**config.mk**
```make
export PLATFORM = sky130hd
export DESIGN_NAME = mlp_seq_sched
export DESIGN_NICKNAME = d
export VERILOG_FILES = /design/src/rtl/mlp_redwine_pkg.sv /design/src/rtl/mlp_mac_unit.sv /design/src/rtl/mlp_seq_sched.sv
export SDC_FILE = /design/constraint.sdc
export NUM_CORES = 1
export LEC_CHECK = 0
export CAP_MARGIN = 10
export CORE_UTILIZATION = 45
export DETAILED_ROUTE_END_ITERATION = 7
export PLACE_DENSITY_LB_ADDON = 0.05
export SYNTH_ARGS = -nofsm -noshare
export SYNTH_HDL_FRONTEND = slang
export SYNTH_SLANG_ARGS = --single-unit
```
**constraint.sdc**
```tcl
create_clock -name clk -period 20.8 [get_ports clk]
set_input_delay 4.16 -clock clk [delete_from_list [all_inputs] [get_ports clk]]
set_output_delay 4.16 -clock clk [all_outputs]
set_load 0.02 [all_outputs]
```
**src/rtl/mlp_redwine_pkg.sv**
```systemverilog
// Shared constants, weights and FSM state type
// for the red-wine MLP sequential scheduler.
package mlp_redwine_pkg;

  localparam int IN_W_D  = 4;
  localparam int N_IN_D  = 11;
  localparam int N_HID_D = 2;
  localparam int N_OUT_D = 6;
  localparam int ACC_W_D = 12;
  localparam int W_W_D   = 4;
  localparam int H_W_D   = 9;

  typedef enum logic [1:0] {
    IDLE,
    L0,
    L1,
    DONE
  } state_t;

  typedef logic signed [W_W_D-1:0]   wgt_t;
  typedef logic signed [ACC_W_D-1:0] acc_t;

  // Weights reach +4, so they need a 4-bit signed holder.
  localparam wgt_t W0 [N_HID_D][N_IN_D] = '{
    '{ 4'sd0,  4'sd2,  4'sd0, 4'sd0, 4'sd0, 4'sd0,
       4'sd0,  4'sd1,  4'sd0, -4'sd2, -4'sd2},
    '{ 4'sd1, -4'sd2, -4'sd1, 4'sd0, 4'sd0, 4'sd1,
      -4'sd4,  4'sd0,  4'sd1,  4'sd4,  4'sd4}
  };

  localparam acc_t B0 [N_HID_D] = '{12'sd0, -12'sd9};

  localparam wgt_t W1 [N_OUT_D][N_HID_D] = '{
    '{ 4'sd1,  4'sd0},
    '{ 4'sd0,  4'sd0},
    '{ 4'sd0, -4'sd1},
    '{-4'sd1,  4'sd0},
    '{ 4'sd0,  4'sd0},
    '{ 4'sd0,  4'sd0}
  };

  localparam acc_t B1 [N_OUT_D] = '{
    -12'sd10, 12'sd11, 12'sd39,
     12'sd29, 12'sd13, 12'sd2
  };

endpackage

```
**src/rtl/mlp_mac_unit.sv**
```systemverilog
// Shared signed MAC: bias load or accumulate,
// with ReLU of the value being written.
module mlp_mac_unit
  import mlp_redwine_pkg::*;
#(
  parameter int ACC_W = ACC_W_D,
  parameter int W_W   = W_W_D,
  parameter int OP_W  = H_W_D
) (
  input  logic                    clk,
  input  logic                    rst,
  input  logic                    en,
  input  logic                    load,
  input  logic signed [W_W-1:0]   wgt,
  input  logic        [OP_W-1:0]  opnd,
  input  logic signed [ACC_W-1:0] bias,
  output logic        [OP_W-1:0]  relu_nxt
);

  logic signed [ACC_W-1:0] acc;
  logic signed [ACC_W-1:0] w_x;
  logic signed [ACC_W-1:0] o_x;
  logic signed [ACC_W-1:0] prod;
  logic signed [ACC_W-1:0] sum;

  assign w_x  = {{(ACC_W-W_W){wgt[W_W-1]}}, wgt};
  assign o_x  = {{(ACC_W-OP_W){1'b0}}, opnd};
  assign prod = w_x * o_x;
  assign sum  = (load ? bias : acc) + prod;

  // ReLU on the incoming sum lets the caller
  // latch a neuron on its final term edge.
  assign relu_nxt = sum[ACC_W-1] ? '0
                                 : sum[OP_W-1:0];

  always_ff @(posedge clk or posedge rst) begin
    if (rst) begin
      acc <= '0;
    end else if (en) begin
      acc <= sum;
    end
  end

endmodule

```
**src/rtl/mlp_seq_sched.sv**
```systemverilog
// Sequential MLP scheduler: FSM, counters,
// hidden regs, running argmax, handshakes.
module mlp_seq_sched
  import mlp_redwine_pkg::*;
#(
  parameter int IN_W  = IN_W_D,
  parameter int N_IN  = N_IN_D,
  parameter int N_HID = N_HID_D,
  parameter int N_OUT = N_OUT_D,
  parameter int ACC_W = ACC_W_D
) (
  input  logic                 clk,
  input  logic                 rst,
  input  logic                 in_valid,
  output logic                 in_ready,
  input  logic [IN_W*N_IN-1:0] in_data,
  output logic                 out_valid,
  input  logic                 out_ready,
  output logic [2:0]           out_class,
  output logic                 busy
);

  state_t state_q;
  state_t state_d;

  logic [3:0]           t_q;
  logic [2:0]           n_q;
  logic [IN_W*N_IN-1:0] x_q;
  logic [H_W_D-1:0]     h_q [N_HID];
  logic [H_W_D-1:0]     max_q;
  logic [2:0]           cls_q;

  logic                 last_t;
  logic                 last_n;
  wgt_t                 wgt;
  logic [H_W_D-1:0]     opnd;
  logic [ACC_W-1:0]     bias;
  logic [H_W_D-1:0]     relu_nxt;

  assign in_ready  = (state_q == IDLE);
  assign out_valid = (state_q == DONE);
  assign busy      = (state_q == L0) ||
                     (state_q == L1);
  assign out_class = cls_q;

  always_comb begin
    last_t = 1'b0;
    last_n = 1'b0;
    wgt    = '0;
    opnd   = '0;
    bias   = '0;
    if (state_q == L0) begin
      last_t = (t_q == 4'(N_IN-1));
      last_n = (n_q == 3'(N_HID-1));
      wgt    = W0[n_q[0]][t_q];
      opnd   = H_W_D'(x_q[{t_q, 2'b00} +: IN_W]);
      bias   = B0[n_q[0]];
    end else begin
      last_t = (t_q == 4'(N_HID-1));
      last_n = (n_q == 3'(N_OUT-1));
      wgt    = W1[n_q][t_q[0]];
      opnd   = h_q[t_q[0]];
      bias   = B1[n_q];
    end
  end

  mlp_mac_unit #(
    .ACC_W (ACC_W),
    .W_W   (W_W_D),
    .OP_W  (H_W_D)
  ) u_mac (
    .clk      (clk),
    .rst      (rst),
    .en       (busy),
    .load     (t_q == 4'd0),
    .wgt      (wgt),
    .opnd     (opnd),
    .bias     (bias),
    .relu_nxt (relu_nxt)
  );

  always_comb begin
    state_d = state_q;
    unique case (state_q)
      IDLE: if (in_valid) state_d = L0;
      L0:   if (last_t && last_n) state_d = L1;
      L1:   if (last_t && last_n) state_d = DONE;
      DONE: if (out_ready) state_d = IDLE;
      default: state_d = IDLE;
    endcase
  end

  always_ff @(posedge clk or posedge rst) begin
    if (rst) begin
      state_q <= IDLE;
    end else begin
      state_q <= state_d;
    end
  end

  always_ff @(posedge clk or posedge rst) begin
    if (rst) begin
      t_q   <= '0;
      n_q   <= '0;
      x_q   <= '0;
      h_q   <= '{default: '0};
      max_q <= '0;
      cls_q <= '0;
    end else begin
      if (in_ready && in_valid) begin
        x_q <= in_data;
        t_q <= '0;
        n_q <= '0;
      end
      if (busy) begin
        if (last_t) begin
          t_q <= '0;
          n_q <= last_n ? 3'd0 : n_q + 3'd1;
        end else begin
          t_q <= t_q + 4'd1;
        end
        if (state_q == L0 && last_t) begin
          h_q[n_q[0]] <= relu_nxt;
        end
        // Strict compare keeps the lowest index on ties.
        if (state_q == L1 && last_t &&
            (n_q == 3'd0 || relu_nxt > max_q)) begin
          max_q <= relu_nxt;
          cls_q <= n_q;
        end
      end
    end
  end

endmodule

```
==> impl_metrics.py <==
metrics = {
    "logic_synthesis": {
        "synth_area_leaders": "dfrtp_1, mux2_2, ha_1",
        "synth_cell_types": 64,
        "synthFlopType": "dfrtp_1",
        "synth_fp_nets": 778,
        "synth_enable_flop_cells": 0,
        "ys_seq_area_share_pct": 36.06,
        "synth-async-reset-ratio_pct": 100.0,
        "yosys.area.top_type_share_pct": 36.06,
        "synth_common_cells": "dfrtp_1, nand2_1, mux2_2",
        "syn_inst": 658,
        "netlist.top_cell.by_area": "dfrtp_1",
        "ys_ff_latch": 95,
        "avgSynthCellArea_um2": 10.02,
        "ys_warn_count": 0,
        "yosysMostFrequentCell": "dfrtp_1",
        "syn_area_mm2": 0.006593,
    },
    "hold_path": {
        "min_from": "h_q[13]",
        "min_to": "h_q[13]",
        "hold_path.class": "reg -> reg",
        "whs_path_depth": 2,
    },
    "clocking": {
        "numCtsBuffers": 9,
        "cts_tree": "done",
        "htree_levels": 3,
        "cts_root_buf": "clkbuf_16",
        "clock_path_buffers": 2,
        "clkLatencyLatePin_ps": 360,
        "cts.sinks": 95,
        "cts_hold_buf": 0,
        "cts.repair.resized": 0,
        "path_clk_slew_ps": 70,
        "cts_post_setup_buffers_inserted": 0,
    },
    "routing": {
        "postRouteAntennaNets": 0,
        "drc": 0,
        "wl_per_cell_um": 17.54,
        "first_iter_violations": 298,
        "num_vias": 4863,
        "avgViaCountPerCell": 5.532,
        "routed_wl_mm": 15.42,
        "firstDrtPassIters": 5,
    },
    "worst_setup_path": {
        "slowest_stage": "dfrtp_1",
        "r2r-end": "out_class[2]",
        "crit_path_start_kind": "flop",
        "reg2reg_slack_ps": 12660,
        "r2r_start": "n_q[0]",
        "crit_type": "reg -> reg",
        "cp_data_required_time_ps": 21040,
        "cpLargestDelayFamily": "compound AO/OA/AOI/OAI gates",
        "worst_r2r_path_depth": 25,
        "critPathMaxFanout": 37,
        "path_common_cell": "inv_1",
        "cp_num_buf_inv": 4,
        "cp.arrival_ps": 8380,
        "crit_path_end_kind": "flop",
        "cp.depth": 25,
        "slowest_delay_ps": 730,
    },
    "timing": {
        "hold_ws_ps": 480.6,
        "layout_setup_ws_ps": 12660,
        "max_slew_margin_pct": 29.35,
        "clock-skew-final_ps": 13.19,
        "layout_min_cycle_time_ps": 8140,
        "finalSetupTns_ps": 0,
        "fin_crit_sh_pct": 39.14,
        "maxSlewViolCount": 0,
        "tightest_slew_ps": 1056,
        "clock.fmax_mhz": 122.8,
        "rsz0062_at_grt": "no",
        "hold_viol_final": 0,
        "finalSetupViolCount": 0,
    },
    "pwr": {
        "power_density_mw_per_mm2": 121.3,
        "power.leakage_nw": 3.388,
        "peakVddDrop_mv": 0.08357,
    },
    "grt": {
        "antenna_found_initial": 0,
        "grt_overflow": 0,
        "grt_first_pass_wirelength_mm": 25.46,
        "grt_start_max_net_pins": 73,
        "first_global_vias": 4944,
        "track_usage_pct": 22.26,
    },
    "run_status": {
        "outcome": "finished, final reports clean",
    },
    "flow_run": {
        "maxCapViolCount": 0,
    },
    "layout": {
        "synthToLayoutAreaGrowth_pct": 14.23,
        "nFillCells": 1319,
        "antenna_cells": 0,
        "fin_nets": 814,
        "final_cells": 879,
        "multi_input_area_mm2": 0.003850,
        "drive_above_1_share_pct": 14.88,
        "regArea_mm2": 0.002377,
        "utilization_pct": 53.43,
    },
    "die": {
        "rows": 43,
        "die_h_um": 123.0,
        "fp.coreArea_mm2": 0.01410,
        "io-pin-count": 54,
        "initial_utilization_pct": 46.77,
        "die_x_um": 123.0,
        "die_area_mm2": 0.01514,
    },
    "placed_design": {
        "dp_hpwl_mm": 11.56,
        "port_buffers": 53,
        "pre_cts_ws_ps": 12730,
        "gp_congestion": 0.8540,
        "placed_cells": 863,
    },
}
[worst reg2reg max path: cells and delay by family, from the launching register on]
family                   cells  cell delay, ps
AND/OR/NAND/NOR              4             670
XOR/XNOR                     1             720
buffers and inverters        4             610
flip-flops                   1             730
AO/OA/AOI/OAI                9            2570
multiplexers                 1             360
adder cells (fa/ha/maj)      6            2380
[state kept, by name, summed over array words and instances (netlist names)]
name,count
t_q,4
u_mac.acc,12
n_q,3
max_q,9
state_q,2
h_q,18
x_q,44
out_class,3
[area by class of cell]
type,instances,share of cell area [%]
repair buffers,57,7.443
flip-flops and latches,95,31.57
multi-input cells,472,51.12
clock buffers,9,2.991
inverters,59,2.974
clock inverters,7,0.9138
well taps,180,2.991
[cells in the final DEF, fill, tap and decap left out, types with 7 or more instances in the layout]
cell type / synthesis / final
clkbuf_16: 0 / 9
mux2_2: 60 / 60
or2_2: 7 / 7
xnor2_1: 10 / 10
dfrtp_1: 95 / 95
mux2i_1: 20 / 20
o21ai_0: 44 / 44
fa_1: 25 / 25
nor2_1: 55 / 55
ha_1: 47 / 47
clkdlybuf4s50_1: 0 / 53
nand2b_1: 8 / 8
inv_1: 58 / 57
a21oi_1: 11 / 11
nand3_1: 10 / 10
o211ai_1: 9 / 9
nand2_1: 61 / 60
nor2b_1: 17 / 17
o22ai_1: 13 / 13
[worst max-delay path by stage]
stage,end,from
floorplan,out_class[0],n_q[0]
global placement,out_class[1],n_q[0]
detailed placement,out_class[2],n_q[0]
CTS,out_class[2],n_q[0]
global route,out_class[2],n_q[0]
finish,out_class[2],n_q[0]
[cells by family after synthesis]
kind of cell	share of synthesized area [%]
muxes	14.20
xor gates and xnor gates	1.955
buffers and inverters	5.656
and+or+nand+nor	13.27
DFF	36.06
adders and majority gates	16.51
AOI/OAI and AO/OA	12.36
[metrics by stage]
stage	cell area (µm²)	total power [W]
finish	7531	0.0009138
global route	7531	0.0009969
CTS	7531	0.0009231
detailed placement	7237	0.0007536
global placement	7237	0.0007470
floorplan	6593	0.0006176
[power by group]
part           total, W  switching, W  internal (W)
clock          0.000166     0.0000820     0.0000842
sequential     0.000223     0.0000156      0.000208
combinational  0.000524      0.000315      0.000209
total          0.000914      0.000412      0.000501
[per-layer routing]
| layer | GRT usage (%) | vias up | wire length (µm) |
|---|---|---|---|
| li1 | - | 2343 | - |
| met1 | 29.47 | 2406 | 7116 |
| met2 | 36.80 | 92 | 7504 |
| met3 | 4.105 | 22 | 499 |
| met4 | 7.229 | 0 | 301 |
| met5 | 0 | - | 0 |
Power figures use the tool's default switching activity.
